### src/rtl/instruction_cache_pkg.sv
// instruction_cache_pkg: shared widths, FSM encoding and constants for the instruction cache.
package instruction_cache_pkg;
  localparam int WORD_W = 32;
  localparam int WORDS_PER_LINE = 4;
  localparam int LINE_W = WORD_W * WORDS_PER_LINE;
  localparam int LINE_ADDR_W = 28;
  localparam logic [31:0] NOP = 32'h00000013;
  typedef enum logic [1:0] {IDLE = 2'd0, MEM_READ = 2'd1, UPDATE = 2'd2} state_t;
endpackage

### src/rtl/instruction_cache_if.sv
// instruction_cache_if: line-fill bus between the instruction cache and instruction memory.
interface instruction_cache_if;
  import instruction_cache_pkg::*;
  logic mem_read;
  logic [LINE_ADDR_W-1:0] mem_address;
  logic [LINE_W-1:0] mem_readdata;
  logic mem_busywait;
  modport master(output mem_read, mem_address, input mem_readdata, mem_busywait);
  modport slave(input mem_read, mem_address, output mem_readdata, mem_busywait);
endinterface

### src/rtl/icache_storage.sv
// icache_storage: valid/tag/data arrays with combinational lookup and synchronous line write / invalidate-all.
module icache_storage import instruction_cache_pkg::*; #(
  parameter int NUM_LINES = 8,
  parameter int IDX = $clog2(NUM_LINES),
  parameter int TAG_W = LINE_ADDR_W - IDX
) (
  input  logic clock,
  input  logic reset,
  input  logic [IDX-1:0] index,
  input  logic [TAG_W-1:0] tag,
  input  logic [1:0] offset,
  output logic hit,
  output logic [WORD_W-1:0] instruction,
  input  logic write_en,
  input  logic [IDX-1:0] write_index,
  input  logic [TAG_W-1:0] write_tag,
  input  logic [LINE_W-1:0] write_data,
  input  logic invalidate
);
  logic [NUM_LINES-1:0] valid;
  logic [TAG_W-1:0] tags [NUM_LINES];
  logic [LINE_W-1:0] data [NUM_LINES];
  assign hit = valid[index] && tags[index] == tag;
  assign instruction = data[index][WORD_W*offset +: WORD_W];
  always_ff @(posedge clock or posedge reset)
    if (reset) valid <= '0;
    else if (invalidate) valid <= '0;
    else if (write_en) valid[write_index] <= 1'b1;
  // tags and data carry no reset; valid alone guards them
  always_ff @(posedge clock)
    if (write_en) begin
      tags[write_index] <= write_tag;
      data[write_index] <= write_data;
    end
endmodule

### src/rtl/instruction_cache.sv
// instruction_cache: direct-mapped read-only I-cache with fill FSM, flush-all and saturating hit/miss counters.
module instruction_cache import instruction_cache_pkg::*; #(
  parameter int NUM_LINES = 8
) (
  input  logic clock,
  input  logic reset,
  input  logic [31:0] address,
  output logic [31:0] instruction,
  output logic busywait,
  input  logic flush,
  input  logic counter_clear,
  instruction_cache_if.master mem,
  output logic [31:0] hit_count,
  output logic [31:0] miss_count
);
  localparam int IDX = $clog2(NUM_LINES);
  localparam int TAG_W = LINE_ADDR_W - IDX;
  state_t state, next_state;
  logic flush_pending, hit, flushing, hit_event, miss_event, unused_bits;
  logic [LINE_W-1:0] line;
  logic [31:0] hit_total, miss_total;
  assign unused_bits = ^address[1:0];
  icache_storage #(.NUM_LINES(NUM_LINES)) storage (
    .clock, .reset,
    .index(address[4 +: IDX]), .tag(address[31 -: TAG_W]), .offset(address[3:2]),
    .hit, .instruction,
    .write_en(state == UPDATE),
    .write_index(mem.mem_address[IDX-1:0]),
    .write_tag(mem.mem_address[LINE_ADDR_W-1 -: TAG_W]),
    .write_data(line),
    .invalidate(flushing)
  );
  assign flushing = state == IDLE && (flush || flush_pending);
  assign hit_event = state == IDLE && hit && !flush && !flush_pending;
  assign miss_event = state == IDLE && next_state == MEM_READ;
  assign mem.mem_read = state == MEM_READ;
  assign hit_count = hit_total;
  assign miss_count = miss_total;
  always_comb begin
    next_state = state;
    busywait = state != IDLE || !hit || flush || flush_pending;
    if (state == IDLE && !flushing && !hit) next_state = MEM_READ;
    if (state == MEM_READ && !mem.mem_busywait) next_state = UPDATE;
    if (state == UPDATE) next_state = IDLE;
  end
  always_ff @(posedge clock or posedge reset)
    if (reset) begin
      state <= IDLE;
      flush_pending <= 1'b0;
      mem.mem_address <= '0;
      hit_total <= '0;
      miss_total <= '0;
    end else begin
      state <= next_state;
      flush_pending <= state != IDLE && (flush_pending || flush);
      if (miss_event) mem.mem_address <= address[31:4];
      hit_total <= counter_clear ? '0 : hit_total + 32'(hit_event && hit_total != '1);
      miss_total <= counter_clear ? '0 : miss_total + 32'(miss_event && miss_total != '1);
    end
  always_ff @(posedge clock)
    if (state == MEM_READ && !mem.mem_busywait) line <= mem.mem_readdata;
endmodule

### src/flat_wrapper.sv
// flat-port wrapper written by rule: the top's interface ports become plain ports
module instruction_cache_flat import instruction_cache_pkg::*;
#(
  parameter int NUM_LINES = 8
)
  (clock, reset, address, instruction, busywait, flush, counter_clear, hit_count, miss_count, mem_mem_read, mem_mem_address, mem_mem_readdata, mem_mem_busywait);
  instruction_cache_if mem_i ();
  input  logic clock;
  input  logic reset;
  input  logic [31:0] address;
  output logic [31:0] instruction;
  output logic busywait;
  input  logic flush;
  input  logic counter_clear;
  output logic [31:0] hit_count;
  output logic [31:0] miss_count;
  output wire logic [$bits(mem_i.mem_read)-1:0] mem_mem_read;
  output wire logic [$bits(mem_i.mem_address)-1:0] mem_mem_address;
  input wire logic [$bits(mem_i.mem_readdata)-1:0] mem_mem_readdata;
  input wire logic [$bits(mem_i.mem_busywait)-1:0] mem_mem_busywait;
  assign mem_mem_read = mem_i.mem_read;
  assign mem_mem_address = mem_i.mem_address;
  assign mem_i.mem_readdata = mem_mem_readdata;
  assign mem_i.mem_busywait = mem_mem_busywait;
  instruction_cache #(.NUM_LINES(NUM_LINES)) u_core (.clock(clock), .reset(reset), .address(address), .instruction(instruction), .busywait(busywait), .flush(flush), .counter_clear(counter_clear), .mem(mem_i), .hit_count(hit_count), .miss_count(miss_count));
endmodule
### config.mk
export PLATFORM = sky130hd
export DESIGN_NAME = instruction_cache_flat
export DESIGN_NICKNAME = d
export VERILOG_FILES = /design/src/rtl/instruction_cache_pkg.sv /design/src/rtl/instruction_cache_if.sv /design/src/rtl/icache_storage.sv /design/src/rtl/instruction_cache.sv /design/src/flat_wrapper.sv
export SDC_FILE = /design/constraint.sdc
export NUM_CORES = 1
export LEC_CHECK = 0
export CORE_AREA = 3 3 330 332
export DETAILED_ROUTE_END_ITERATION = 6
export DIE_AREA = 0 0 333 335
export GPL_TIMING_DRIVEN = 0
export HOLD_SLACK_MARGIN = 0.1
export PLACE_DENSITY = 0.7
export SLEW_MARGIN = 5
export SYNTH_ARGS = -nofsm -noshare
export SYNTH_HDL_FRONTEND = slang
export SYNTH_SLANG_ARGS = --single-unit
### constraint.sdc
create_clock -name clock -period 17.1 [get_ports clock]
set_input_delay 3.42 -clock clock [delete_from_list [all_inputs] [get_ports clock]]
set_output_delay 3.42 -clock clock [all_outputs]
set_load 0.05 [all_outputs]
==> qor.yml, run 1 <==
status: "completed"
timing.rr.end: "u_core.hit_count[28]$_DFF_PP0_"
yosysTopAreaCell: "edfxtp_1"
finClkSkew_ns: 0.02258
drive_gt1_share_pct: 25.64
nets: 3080
post_cts.repair.setup_buffers: 0
hold_buffers: 0
setup_tns_ns: 0
final.min_clock_period_ns: 11.24
max_freq_mhz: 88.97
synthFlopType: "edfxtp_1"
synth_edf_count: 1352
p_per_area_mw_per_mm2: 131.7
maxSlewViolCount: 0
grt_start_max_net_pins: 58
hold_viol_final: 0
row_count: 120
crit_path_end_kind: "primary output"
nFillCells: 7187
avgSynthCellArea_sq_um: 23.13
synth_top_area_share_pct: 73.59
rr_worst_depth: 16
p_total_uw: 8686
vias: 26650
crit_type: "in -> out"
grt_first_pass_wirelength_microns: 190600
hpwlAfterDp_microns: 85590
relSlewSlack_pct: 23.31
dieHeight_microns: 335
layout_setup_ws_ns: 5.860
cts_buffers: 147
cts_sinks: 1455
ioPinCount: 291
startpoint_type: "primary input"
dr.pass1.iters: 5
yosysSeqAreaShare_pct: 78.27
grt_pass1_vias: 28040
rrSetupSlack_ns: 12.10
final_antenna_net_count: 0
syn-num-nets: 2554
hp-class: "reg -> reg"
hold_path.startpoint: "u_core.storage.valid[5]$_DFFE_PP0P_"
die-area_sq_mm: 0.1116
initial_core_util_pct: 51.75
wirelength_microns: 130800
wl_per_cell_microns: 29.47
cts_tree: "done"
antenna_found_initial: 16
routabilityCongestion: 0.8319
htreeDepth: 4
synth_area_sq_mm: 0.05517
ys_types: 43
fp.coreArea_sq_mm: 0.1066
synthCells: 2385
finalInstanceArea_sq_mm: 0.06595
cp_data_arrival_time_ns: 7.82
synth.ff_latch_count: 1455
drc: 0
ys_warn_count: 0
chipWidth_microns: 333
syn_to_final_growth_pct: 19.56
grtUsageTotal_pct: 23.71
crit_path_max_fanout: 10
clockRootBuffer: "clkbuf_16"
cts_resized: 0
final.period_utilization_pct: 65.73
rsz0062_at_grt: "no"
pre_cts_ws_ns: 5.843
hold_slack_ns: 0.4965
leakage_uw: 0.02157
clock_path_buffers: 3
clock_latency_ns: 0.74
grt-ovfl-total: 0
tightest_slew_ns: 1.150
vias_per_cell: 6.004
r2r-start: "u_core.storage.tags[5][15]$_DFFE_PP_"
drt_iter0_drc: 2731
hold_path_end: "u_core.storage.valid[5]$_DFFE_PP0P_"
hold_path_depth: 1
drv_cap: 0
portBuffers: 282
async_reset_ff_share_pct: 7.079
peakVddDrop_v: 0.00008329
setup_viol: 0
synthTopCellsByArea: "edfxtp_1 74%, mux4_2 14%, dfrtp_1 4.7%"
worst_ep_required_time_ns: 13.68
clkTransAtPathRegs_ns: 0.06
dpl_cell_area_sq_mm: 0.06141
-- worst max path at each step --
stage / from / to / slack, ns
finish: address[5] / instruction[24] / 5.86
detailed placement: address[5] / instruction[31] / 5.84
global route: address[5] / instruction[31] / 5.75
CTS: address[5] / instruction[31] / 5.83
global placement: u_core.state[1]$_DFF_PP0_ / u_core.storage.data[0][27]$_DFFE_PP_ / -6.71
floorplan: u_core.mem.mem_address[0]$_DFFE_PP0P_ / u_core.storage.data[0][0]$_DFFE_PP_ / 4.87
-- metal layers --
metal  GRT usage [%]  part of all wire (%)  vias to the layer above  wire length, microns
met5               0                 0.070                        -                    92
met4           6.881                   2.7                       14                  3488
met3           6.559                   9.1                      204                 11930
met2           39.05                    50                     1206                 65430
met1           31.32                    38                    14170                 49860
li1                -                     -                    11050                     -
-- registers in the layout, indices dropped and copies added, names as in the netlist --
name,count
u_core.storage.data,1024
u_core.storage.tags,200
u_core.line,128
u_core.hit_count,32
u_core.miss_count,32
u_core.mem.mem_address,28
u_core.storage.valid,8
u_core.state,2
u_core.flush_pending,1
-- layout by cell type (no fill, tap or decap), drive strengths merged, types with 6 or more instances in the layout --
cell	count
a21oi	8
o21a	8
clkdlybuf4s50	282
bufinv	6
edfxtp	1352
clkbuf	211
and3	10
mux2i	58
o21ai	8
clkinv	73
mux2	64
nor4	6
buf	167
diode	6
mux4	346
a22o	11
nor2b	14
nand3	30
nand4	14
dfrtp	103
nor3	7
xnor2	32
inv	13
nand2	35
xor2	48
a221oi	12
or3	8
nor2	78
-- cell families after synthesis --
kind of cell    Yosys count  share of synthesized area [%]
flops                  1455                          78.27
simple gates            214                          1.851
fa+ha+maj                 4                        0.09073
mux                     468                          16.67
xor+xnor                 80                          1.270
buf+inv                 110                          1.111
compound gates           54                         0.7349
-- layout make-up --
class / instances / area (sq um) / area share, %
inverters: 5 / 21.27 / 0.03225
plain buffers: 105 / 594.3 / 0.9011
repair buffers: 377 / 4420 / 6.702
multi-input cells: 820 / 11440 / 17.34
well taps: 1403 / 1755 / 2.662
clock inverters: 90 / 654.4 / 0.9922
clock buffers: 178 / 3877 / 5.879
diodes: 6 / 15.01 / 0.02277
flip-flops and latches: 1455 / 43180 / 65.47
-- power breakdown --
part	internal (uW)	switching, uW	leakage (uW)
registers	4360	225	0.0136
clock network	1710	1310	0.00222
logic	446	632	0.00577
total	6520	2170	0.0216
-- cells in the mapped netlist, types with 10 or more instances --
cell type,number
nand2_1,35
a22o_1,11
nor2_1,78
mux2_2,36
and3_1,10
xnor2_1,32
nand4_1,14
xor2_1,48
mux4_2,346
clkbuf_1,33
dfrtp_1,103
edfxtp_1,1352
nor2b_1,14
buf_1,15
nand3_1,30
buf_2,41
a221oi_1,12
mux2i_1,58
mux2_4,28
-- critical path: stages --
cell	delay, ns
buf_6	0.13
buf_12	0.17
buf_6	0.19
buf_2	0.35
clkbuf_1	0.69
clkbuf_1	0.75
mux4_2	0.43
mux4_2	0.59
mux2_2	0.35
clkdlybuf4s50_1	0.71
-- stage by stage --
| stage | instances | util [%] |
|---|---|---|
| global placement | 4070 | 56.04 |
| floorplan | 2385 | - |
| global route | 4433 | 61.85 |
| detailed placement | 4165 | 57.60 |
| CTS | 4433 | 61.85 |
| finish | 4439 | 61.87 |
(Power assumes the default switching activity.)
==> run 2: changes to the inputs <==
PLACE_DENSITY = 0.73   (was 0.7)
clock period = 9.7 ns   (was 17.1 ns; I/O delays follow)
==> run 2 against run 1 <==
  * Global-route usage increased by 0.60 points
  * Sequential share of layout area decreased by 0.094 points
  * Via count increased by 0.68%
  * Utilization grew 0.089 points
  * Die area did not move
  * Hold slack got worse by 0.0064 ns
  * Non-clock buffer count decreased by 16
  * Final cell count is 0.50% lower
  * Sequential power rose by 76%
  * First-iteration DRC count increased by 4.9%
  * Routed wire length increased by 2.3%
==> qor.yml, run 2 (synthesis results as in run 1) <==
status: "completed"
seq_area_sq_mm: 0.04318
dpl_cell_area_sq_mm: 0.06152
die-area_sq_mm: 0.1116
final_antenna_net_count: 0
finalInstanceArea_sq_mm: 0.06605
row_count: 120
path_buf_inv: 7
largest_register: "u_core.storage.data"
dpl.cell_count: 4149
final_common_cell: "edfxtp_1"
drt_iter0_drc: 2866
final.min_clock_period_ns: 8.376
finClkSkew_ns: 0.02413
worst_ep_required_time_ns: 7.76
post_cts.repair.setup_buffers: 0
relSlewSlack_pct: 22.87
leakage_uw: 0.02153
grt_start_max_net_pins: 54
cts_buffers: 144
grt_first_pass_wirelength_microns: 195400
max_freq_mhz: 119.4
largest_register_ffs: 1024
drive_gt1_share_pct: 25.09
crit_path_top_delay_cell: "clkbuf_1"
cp_cell_sequence: "buf_6 -> buf_12 -> buf_6 -> buf_2 -> clkbuf_1 -> clkbuf_1 -> mux4_2 -> mux4_2 -> mux2_2 -> clkdlybuf4s50_1"
cts_tree: "done"
grtUsageTotal_pct: 24.31
htreeDepth: 4
cpLargestDelayFamily: "buffers and inverters"
setup_tns_ns: 0
peakVddDrop_v: 0.0001237
hp-class: "reg -> reg"
clock_latency_ns: 0.77
dr.pass1.iters: 5
p_total_uw: 15350
chipWidth_microns: 333
hold_buffers: 0
clkTransAtPathRegs_ns: 0.06
crit_type: "in -> out"
rsz0062_at_grt: "no"
wl_per_cell_microns: 30.29
clock_path_buffers: 3
startpoint_type: "primary input"
vias: 26830
setup_viol: 0
vias_per_cell: 6.075
p_per_area_mw_per_mm2: 232.4
tightest_slew_ns: 1.157
finalNonFillerCells: 4417
cts_resized: 0
grt_pass1_vias: 28240
syn_to_final_growth_pct: 19.73
drv_cap: 0
maxSlewViolCount: 0
final.period_utilization_pct: 86.35
grt-ovfl-total: 0
multi_input_area_sq_mm: 0.01145
antenna_found_initial: 20
critical-path-max-stage-delay_ns: 0.88
ioPinCount: 291
final_cell_mix: "1,352 x edfxtp_1, 346 x mux4_2, 282 x clkdlybuf4s50_1, 147 x clkbuf_16, 103 x dfrtp_1"
nets: 3061
cts_sinks: 1455
dieHeight_microns: 335
reg_top3: "u_core.storage.data x1024, u_core.storage.tags x200, u_core.line x128"
portBuffers: 282
cp_data_arrival_time_ns: 6.44
wirelength_microns: 133800
hold_viol_final: 0
nFillCells: 7024
fp.coreArea_sq_mm: 0.1066
routabilityCongestion: 0.8444
initial_core_util_pct: 51.75
drc: 0
crit_path_end_kind: "primary output"
hpwlAfterDp_microns: 84950
clockRootBuffer: "clkbuf_16"
crit_path_max_fanout: 10
run 2: cell count changes in the layout (fill, tap and decap cells not counted), moves of 2 or more:
cell,previous run,this run
buf_12,40,44
buf_6,24,7
bufinv_16,6,8
inv_6,8,11
buf_8,3,15
clkbuf_16,149,147
clkinv_2,27,17
diode_2,6,9
buf_16,18,25
nor3_2,2,0
clkbuf_1,58,62
buf_4,26,4
clkinv_1,40,34
nor3_4,0,2
run 2: path summary, 6_finish.rpt:
path                                                      start                               endpoint  slack, ns  cells after the start
max                                                  address[5]                        instruction[31]       1.32                     10
min                         u_core.storage.valid[7]$_DFFE_PP0P_    u_core.storage.valid[7]$_DFFE_PP0P_       0.49                      1
max reg2reg                u_core.storage.tags[1][15]$_DFFE_PP_         u_core.hit_count[26]$_DFF_PP0_       4.63                     16
min reg2reg                 u_core.storage.valid[7]$_DFFE_PP0P_    u_core.storage.valid[7]$_DFFE_PP0P_       0.49                      1
max in group asynchronous                                 reset  u_core.mem.mem_address[9]$_DFFE_PP0P_       7.37                      3
min in group asynchronous                                 reset        u_core.miss_count[19]$_DFF_PP0_       1.62                      2
run 2: layer usage:
metal  share of wire [%]  track usage, %  vias to the layer above
li1                    -               -                    11020
met5               0.075               0                        -
met2                  50           39.67                     1443
met4                 2.6           7.381                       16
met1                  37           31.89                    14150
met3                  10           7.293                      202
run 2: where the power goes:
| group | total (uW) | internal [uW] | switching, uW |
|---|---|---|---|
| Sequential | 8090 | 7690 | 404 |
| Combinational | 1910 | 791 | 1120 |
| Clock | 5340 | 3030 | 2310 |
| Total | 15300 | 11500 | 3830 |
run 2: layout make-up:
cell class              instances  area share [%]
clock inverters                79           1.008
inverters                       5         0.03599
diodes                          9         0.03410
multi-input cells             820           17.34
well taps                    1403           2.658
clock buffers                 180           5.818
flip-flops and latches       1455           65.37
plain buffers                 105          0.8998
repair buffers                361           6.839
run 2: through the flow:
| step | hold WS, ns | setup WS [ns] | utilization, % |
|---|---|---|---|
| 2_1_floorplan | 0.4589 | 1.445 | - |
| 3_3_place_gp | 0.4690 | -5.519 | 56.05 |
| 3_5_place_dp | 0.4773 | 1.353 | 57.71 |
| 4_1_cts | 0.4906 | 1.305 | 61.94 |
| 5_1_grt | 0.5035 | 1.267 | 61.94 |
| 6_report | 0.4901 | 1.324 | 61.96 |
